### src/rtl/pll_mdrp_pkg.sv
// Shared encodings for the PLLA MDRP sequencer: MDRP opcodes, command opcodes,
// controller state enum and counter width.
package pll_mdrp_pkg;

    localparam int CNT_W = 24;

    localparam logic [1:0] MDOPC_NOP  = 2'b00;
    localparam logic [1:0] MDOPC_ADDR = 2'b11;
    localparam logic [1:0] MDOPC_WR   = 2'b01;
    localparam logic [1:0] MDOPC_RD   = 2'b10;

    localparam logic [1:0] CMD_RD    = 2'b00;
    localparam logic [1:0] CMD_WR    = 2'b01;
    localparam logic [1:0] CMD_APPLY = 2'b10;
    localparam logic [1:0] CMD_RSVD  = 2'b11;

    typedef enum logic [2:0] {
        ST_IDLE      = 3'd0,
        ST_ADDR      = 3'd1,
        ST_OP        = 3'd2,
        ST_RWAIT     = 3'd3,
        ST_APPLY_RST = 3'd4,
        ST_LOCK_WAIT = 3'd5,
        ST_RESP      = 3'd6
    } state_e;

    // Register accesses share the address-load / opcode prologue.
    function automatic logic is_mdrp_op(input logic [1:0] op);
        return (op == CMD_RD) || (op == CMD_WR);
    endfunction

endpackage

### src/rtl/sync_2ff.sv
// Two-flop synchroniser with a synchronous clear used to flush stale lock
// state while the PLL is held in reset.
module sync_2ff (
    input  logic clk,
    input  logic rst_n,
    input  logic clr,
    input  logic d,
    output logic q
);

    logic s1_q, s1_d;
    logic s2_q, s2_d;

    always_comb begin
        s1_d = clr ? 1'b0 : d;
        s2_d = clr ? 1'b0 : s1_q;
    end

    always_ff @(posedge clk or negedge rst_n) begin
        if (!rst_n) begin
            s1_q <= 1'b0;
            s2_q <= 1'b0;
        end else begin
            s1_q <= s1_d;
            s2_q <= s2_d;
        end
    end

    assign q = s2_q;

endmodule

### src/rtl/pll_mdrp_ctrl.sv
// PLLA MDRP sequencer: register read/write over MDRP and a reset+lock "apply".
// Define PLL_MDRP_VERIFY_EN to add a readback-and-compare after every write.
module pll_mdrp_ctrl
    import pll_mdrp_pkg::*;
#(
    parameter int READ_LAT     = 2,
    parameter int RST_CYCLES   = 16,
    parameter int LOCK_TIMEOUT = 1000000
) (
    input  logic       clk,
    input  logic       rst_n,
    input  logic       cmd_valid,
    output logic       cmd_ready,
    input  logic [1:0] cmd_op,
    input  logic [7:0] cmd_addr,
    input  logic [7:0] cmd_wdata,
    output logic       rsp_valid,
    output logic [7:0] rsp_rdata,
    output logic       rsp_err,
    output logic       busy,
    output logic       mdclk,
    output logic [1:0] mdopc,
    output logic       mdainc,
    output logic [7:0] mdwdi,
    input  logic [7:0] mdrdo,
    output logic       pll_reset,
    input  logic       pll_lock
);

    localparam logic [CNT_W-1:0] RL_LAST  = CNT_W'(READ_LAT - 1);
    localparam logic [CNT_W-1:0] RST_LAST = CNT_W'(RST_CYCLES - 1);
    localparam logic [CNT_W-1:0] TO_LAST  = CNT_W'(LOCK_TIMEOUT - 1);

    state_e           state_q, state_d;
    logic [1:0]       op_q, op_d;
    logic [7:0]       addr_q, addr_d;
    logic [7:0]       wdata_q, wdata_d;
    logic             rb_q, rb_d;
    logic [CNT_W-1:0] cnt_q, cnt_d;
    logic             cmd_ready_q, cmd_ready_d;
    logic             rsp_valid_q, rsp_valid_d;
    logic [7:0]       rsp_rdata_q, rsp_rdata_d;
    logic             rsp_err_q, rsp_err_d;
    logic             busy_q, busy_d;
    logic [1:0]       mdopc_q, mdopc_d;
    logic [7:0]       mdwdi_q, mdwdi_d;
    logic             pll_reset_q, pll_reset_d;
    logic             lock_sync;
    logic             lock_clr;

    // Flushing during reset keeps a lock left over from before the apply out of LOCK_WAIT.
    assign lock_clr = (state_q == ST_APPLY_RST);

    sync_2ff u_lock_sync (
        .clk   (clk),
        .rst_n (rst_n),
        .clr   (lock_clr),
        .d     (pll_lock),
        .q     (lock_sync)
    );

    always_comb begin
        state_d     = state_q;
        op_d        = op_q;
        addr_d      = addr_q;
        wdata_d     = wdata_q;
        rb_d        = rb_q;
        cnt_d       = cnt_q;
        rsp_rdata_d = rsp_rdata_q;
        rsp_err_d   = rsp_err_q;

        case (state_q)
            ST_IDLE: begin
                cnt_d = '0;
                if (cmd_valid && cmd_ready_q) begin
                    op_d    = cmd_op;
                    addr_d  = cmd_addr;
                    wdata_d = cmd_wdata;
                    rb_d    = 1'b0;
                    if (is_mdrp_op(cmd_op)) begin
                        state_d = ST_ADDR;
                    end else if (cmd_op == CMD_APPLY) begin
                        state_d = ST_APPLY_RST;
                    end else begin
                        state_d     = ST_RESP;
                        rsp_rdata_d = '0;
                        rsp_err_d   = 1'b1;
                    end
                end
            end
            ST_ADDR: begin
                state_d = ST_OP;
            end
            ST_OP: begin
                cnt_d = '0;
                if (op_q == CMD_WR && !rb_q) begin
`ifdef PLL_MDRP_VERIFY_EN
                    // Second pass through ADDR/OP issues the readback read.
                    state_d = ST_ADDR;
                    rb_d    = 1'b1;
`else
                    state_d     = ST_RESP;
                    rsp_rdata_d = '0;
                    rsp_err_d   = 1'b0;
`endif
                end else begin
                    state_d = ST_RWAIT;
                end
            end
            ST_RWAIT: begin
                if (cnt_q == RL_LAST) begin
                    state_d     = ST_RESP;
                    cnt_d       = '0;
                    rsp_rdata_d = mdrdo;
`ifdef PLL_MDRP_VERIFY_EN
                    rsp_err_d   = rb_q && (mdrdo != wdata_q);
`else
                    rsp_err_d   = 1'b0;
`endif
                end else begin
                    cnt_d = cnt_q + CNT_W'(1);
                end
            end
            ST_APPLY_RST: begin
                if (cnt_q == RST_LAST) begin
                    state_d = ST_LOCK_WAIT;
                    cnt_d   = '0;
                end else begin
                    cnt_d = cnt_q + CNT_W'(1);
                end
            end
            ST_LOCK_WAIT: begin
                // Lock is tested first so a lock on the timeout cycle still succeeds.
                if (lock_sync) begin
                    state_d     = ST_RESP;
                    cnt_d       = '0;
                    rsp_rdata_d = '0;
                    rsp_err_d   = 1'b0;
                end else if (cnt_q == TO_LAST) begin
                    state_d     = ST_RESP;
                    cnt_d       = '0;
                    rsp_rdata_d = '0;
                    rsp_err_d   = 1'b1;
                end else begin
                    cnt_d = cnt_q + CNT_W'(1);
                end
            end
            ST_RESP: begin
                state_d = ST_IDLE;
            end
            default: begin
                state_d = ST_IDLE;
            end
        endcase

        // Outputs are registered from the next state so they line up with it.
        cmd_ready_d = (state_d == ST_IDLE);
        busy_d      = (state_d != ST_IDLE);
        rsp_valid_d = (state_d == ST_RESP);
        pll_reset_d = (state_d == ST_APPLY_RST);
        mdopc_d     = MDOPC_NOP;
        mdwdi_d     = '0;
        if (state_d == ST_ADDR) begin
            mdopc_d = MDOPC_ADDR;
            mdwdi_d = addr_d;
        end else if (state_d == ST_OP) begin
            if (op_d == CMD_WR && !rb_d) begin
                mdopc_d = MDOPC_WR;
                mdwdi_d = wdata_d;
            end else begin
                mdopc_d = MDOPC_RD;
            end
        end
    end

    always_ff @(posedge clk or negedge rst_n) begin
        if (!rst_n) begin
            state_q     <= ST_IDLE;
            op_q        <= CMD_RD;
            addr_q      <= '0;
            wdata_q     <= '0;
            rb_q        <= 1'b0;
            cnt_q       <= '0;
            cmd_ready_q <= 1'b1;
            rsp_valid_q <= 1'b0;
            rsp_rdata_q <= '0;
            rsp_err_q   <= 1'b0;
            busy_q      <= 1'b0;
            mdopc_q     <= MDOPC_NOP;
            mdwdi_q     <= '0;
            pll_reset_q <= 1'b0;
        end else begin
            state_q     <= state_d;
            op_q        <= op_d;
            addr_q      <= addr_d;
            wdata_q     <= wdata_d;
            rb_q        <= rb_d;
            cnt_q       <= cnt_d;
            cmd_ready_q <= cmd_ready_d;
            rsp_valid_q <= rsp_valid_d;
            rsp_rdata_q <= rsp_rdata_d;
            rsp_err_q   <= rsp_err_d;
            busy_q      <= busy_d;
            mdopc_q     <= mdopc_d;
            mdwdi_q     <= mdwdi_d;
            pll_reset_q <= pll_reset_d;
        end
    end

    assign cmd_ready = cmd_ready_q;
    assign rsp_valid = rsp_valid_q;
    assign rsp_rdata = rsp_rdata_q;
    assign rsp_err   = rsp_err_q;
    assign busy      = busy_q;
    assign mdclk     = clk;
    assign mdopc     = mdopc_q;
    assign mdainc    = 1'b0;
    assign mdwdi     = mdwdi_q;
    assign pll_reset = pll_reset_q;

endmodule

### config.mk
export PLATFORM = sky130hd
export DESIGN_NAME = pll_mdrp_ctrl
export DESIGN_NICKNAME = d
export VERILOG_FILES = /design/src/rtl/pll_mdrp_pkg.sv /design/src/rtl/sync_2ff.sv /design/src/rtl/pll_mdrp_ctrl.sv
export SDC_FILE = /design/constraint.sdc
export NUM_CORES = 1
export LEC_CHECK = 0
export CAP_MARGIN = 40
export CELL_PAD_IN_SITES_DETAIL_PLACEMENT = 1
export CELL_PAD_IN_SITES_GLOBAL_PLACEMENT = 1
export CORE_ASPECT_RATIO = 0.6
export CORE_MARGIN = 8
export CORE_UTILIZATION = 25
export CTS_BUF_LIST = sky130_fd_sc_hd__clkbuf_16
export CTS_CLUSTER_SIZE = 20
export DETAILED_ROUTE_END_ITERATION = 7
export PLACE_DENSITY_LB_ADDON = 0.1
export REMOVE_ABC_BUFFERS = 1
export SYNTH_ARGS = -nofsm -noshare
export SYNTH_HDL_FRONTEND = slang
export SYNTH_SLANG_ARGS = --single-unit
export TNS_END_PERCENT = 5
### constraint.sdc
create_clock -name clk -period 2.2 [get_ports clk]
set_clock_uncertainty 0.05 [all_clocks]
set_input_delay 0.33 -clock clk [delete_from_list [all_inputs] [get_ports clk]]
set_output_delay 0.33 -clock clk [all_outputs]
set_load 0.02 [all_outputs]
==> impl_metrics.json <==
{
  "status": "complete, but fails checks",
  "violations": "negative setup slack",
  "drt-total-wl_mm": 11.5,
  "setup_viol_count_final": 11,
  "power_density_nw_per_um2": 1110,
  "grtUsageTotal": 0.144,
  "period_minus_slack_ps": 2240,
  "cts_tree": "yes",
  "clk_pin_slew_worst_paths_ps": 60,
  "synth_most_common_cell": "dfrtp_1",
  "ys_ff_latch": 63,
  "internal-power_w": 0.00352,
  "worst_setup_path_start_kind": "flop",
  "n_antenna_cell": 0,
  "drive_gt1_frac": 0.264,
  "final_core_utilization": 0.382,
  "worst_path_max_delay_cell": "o31a_1",
  "async_flop_share": 1.00,
  "power_frac_clock": 0.329,
  "synth_cell_types": 51,
  "hold_viol_final": 0,
  "grt_pass1_vias": 3247,
  "required_ps": 2450,
  "grt_setup_unrepaired": "true",
  "drc": 0,
  "fin_nets": 463,
  "wl_per_cell_microns": 18.9,
  "slew_violations": 0,
  "critPathTopFamily": "simple AND/OR/NAND/NOR gates",
  "pwr-share-seq": 0.285,
  "synth_ff_type": "dfrtp_1",
  "grt_first_pass_wirelength_mm": 19.0,
  "drt_first_pass_iters": 4,
  "critPathArrivalTime_ps": 2490,
  "postSynthAreaPerCell_sq_um": 10.1,
  "die-area_sq_um": 17000,
  "synth.largest_area_cell": "dfrtp_1",
  "crit_type": "reg -> reg",
  "critPathMaxStageDelay_ps": 430,
  "die_w_microns": 163,
  "path_cells": "nor4_1 -> nand3_1 -> o31a_1 -> nor4_4 -> buf_4 -> buf_6 -> o21ai_1",
  "power.leakage_nw": 2.15,
  "drtAntennaViolNets": 0,
  "ios": 55,
  "clk_latency_ps": 450,
  "yosys_warnings": 0,
  "antenna_found_initial": 0,
  "synth.cell_area_sq_um": 3250,
  "rows": 32,
  "die_h_microns": 104,
  "fmax_ghz": 0.446,
  "fin_ws_ps": -41.0,
  "total_power_w": 0.00540,
  "fill_cells": 1439,
  "synth-edff-count": 0,
  "numPortBuffers": 53,
  "worst_pin_slew_ps": 542,
  "swShare": 0.348,
  "synth_cells": 321,
  "dp_slack_ps": -116,
  "yosysSeqAreaShare": 0.486,
  "relSlewSlack": 0.636,
  "grt_max_degree": 47,
  "core-area_sq_um": 12800,
  "place_congestion": 0.769,
  "initial_utilization": 0.254,
  "overflow": 0,
  "switching_power_w": 0.00188,
  "setup_tns_ps": -184,
  "ys_top_cells_by_area": "dfrtp_1, nand2_1, mux2_2, mux2i_1, nor4_1",
  "crit_buf_inv": 2,
  "vias": 2988,
  "combPwrFrac": 0.386,
  "min_period_over_period": 1.02,
  "worst_setup_path_end_kind": "flop",
  "ys_top_cells_by_count": "dfrtp_1, nand2_1, o21ai_0",
  "syn_to_final_growth_pct": 50.2,
  "hpwl_mm": 8.52,
  "initialDrtViolationCount": 186,
  "hold_class": "in -> async",
  "cap_violations": 0,
  "cp_max_fo": 6,
  "viasPerCell": 4.93,
  "ir_drop_mv": 0.439,
  "synth_top_area_share": 0.478
}
==> power by group through the flow <==
stage	clock network [W]	registers, W	logic [W]
4_1_cts	0.00183	0.00155	0.00207
6_report	0.00178	0.00154	0.00209
3_5_place_dp	0.0000610	0.00156	0.00195
5_1_grt	0.00189	0.00158	0.00227
3_3_place_gp	0.0000610	0.00156	0.00192
2_1_floorplan	0	0.00166	0.000826
==> metrics by stage <==
step                hold WS, ps  std cells  cell area, sq um
finish                      355        606              4880
global route                397        606              4880
floorplan                 -15.6        300              3130
detailed placement          292        583              4370
CTS                         371        606              4820
global placement            293        583              4370
==> cells by family after synthesis <==
group	share of synthesized area
DFF	0.486
adders and majority gates	0.00770
muxes	0.0751
AOI/OAI and AO/OA	0.158
and+or+nand+nor	0.220
other	0.00115
buffers and inverters	0.0528
==> layout make-up <==
| type | count | area, sq um | share of cell area |
|---|---|---|---|
| clock inverters | 7 | 80.1 | 0.0164 |
| inverters | 14 | 52.6 | 0.0108 |
| flip-flops and latches | 63 | 1580 | 0.324 |
| clock buffers | 13 | 309 | 0.0634 |
| repair buffers | 116 | 1060 | 0.217 |
| well taps | 170 | 213 | 0.0436 |
| multi-input cells | 223 | 1590 | 0.326 |
==> routing by layer <==
| metal | track usage | vias up | part of all wire |
|---|---|---|---|
| met2 | 0.184 | 81 | 0.38 |
| met3 | 0.0391 | 8 | 0.068 |
| met5 | 0 | - | 0 |
| li1 | - | 1422 | - |
| met1 | 0.224 | 1477 | 0.55 |
| met4 | 0.0378 | 0 | 0.0076 |
==> placed cells by master, fill, tap and decap left out, types with 6 or more instances in the layout <==
master	n
dfrtp_1	61
clkbuf_16	12
nand2_1	38
o31ai_1	11
nor3_1	9
o21ai_0	11
nand4_1	6
and3_1	8
buf_4	57
mux2_2	11
nand3_1	12
clkdlybuf4s50_1	51
nor4_1	9
a32o_1	8
inv_1	14
o21ai_1	7
nor2_1	8
mux2i_1	12
==> flip-flops by register name (all words and copies together), names as in the netlist, 2 cells and up <==
register and count:
cnt_q 24, mdwdi 8, rsp_rdata 8, wdata_q 8
state_q 3, mdopc 2, op_q 2
==> timing repair <==
item,CTS,global route
setup endpoints to repair,22,32
cloned,1,0
pin swaps,5,3
buffers inserted,2,0
hold buffers,1,0
hold endpoints to repair,17,0
gates resized for setup,12,14
==> worst paths after layout <==
check,from,endpoint,slack (ps),cells after the start
max in group asynchronous,rst_n,cmd_ready,1050,3
worst max-delay path,cnt_q[9],cnt_q[18],-40,7
worst min register to register,wdata_q[5],wdata_q[5],450,1
worst max register to register,cnt_q[9],cnt_q[18],-40,7
worst min-delay path,rst_n,cnt_q[0],350,2
min in group clk,mdrdo[3],rsp_rdata[3],390,3
(Power assumes the default switching activity.)
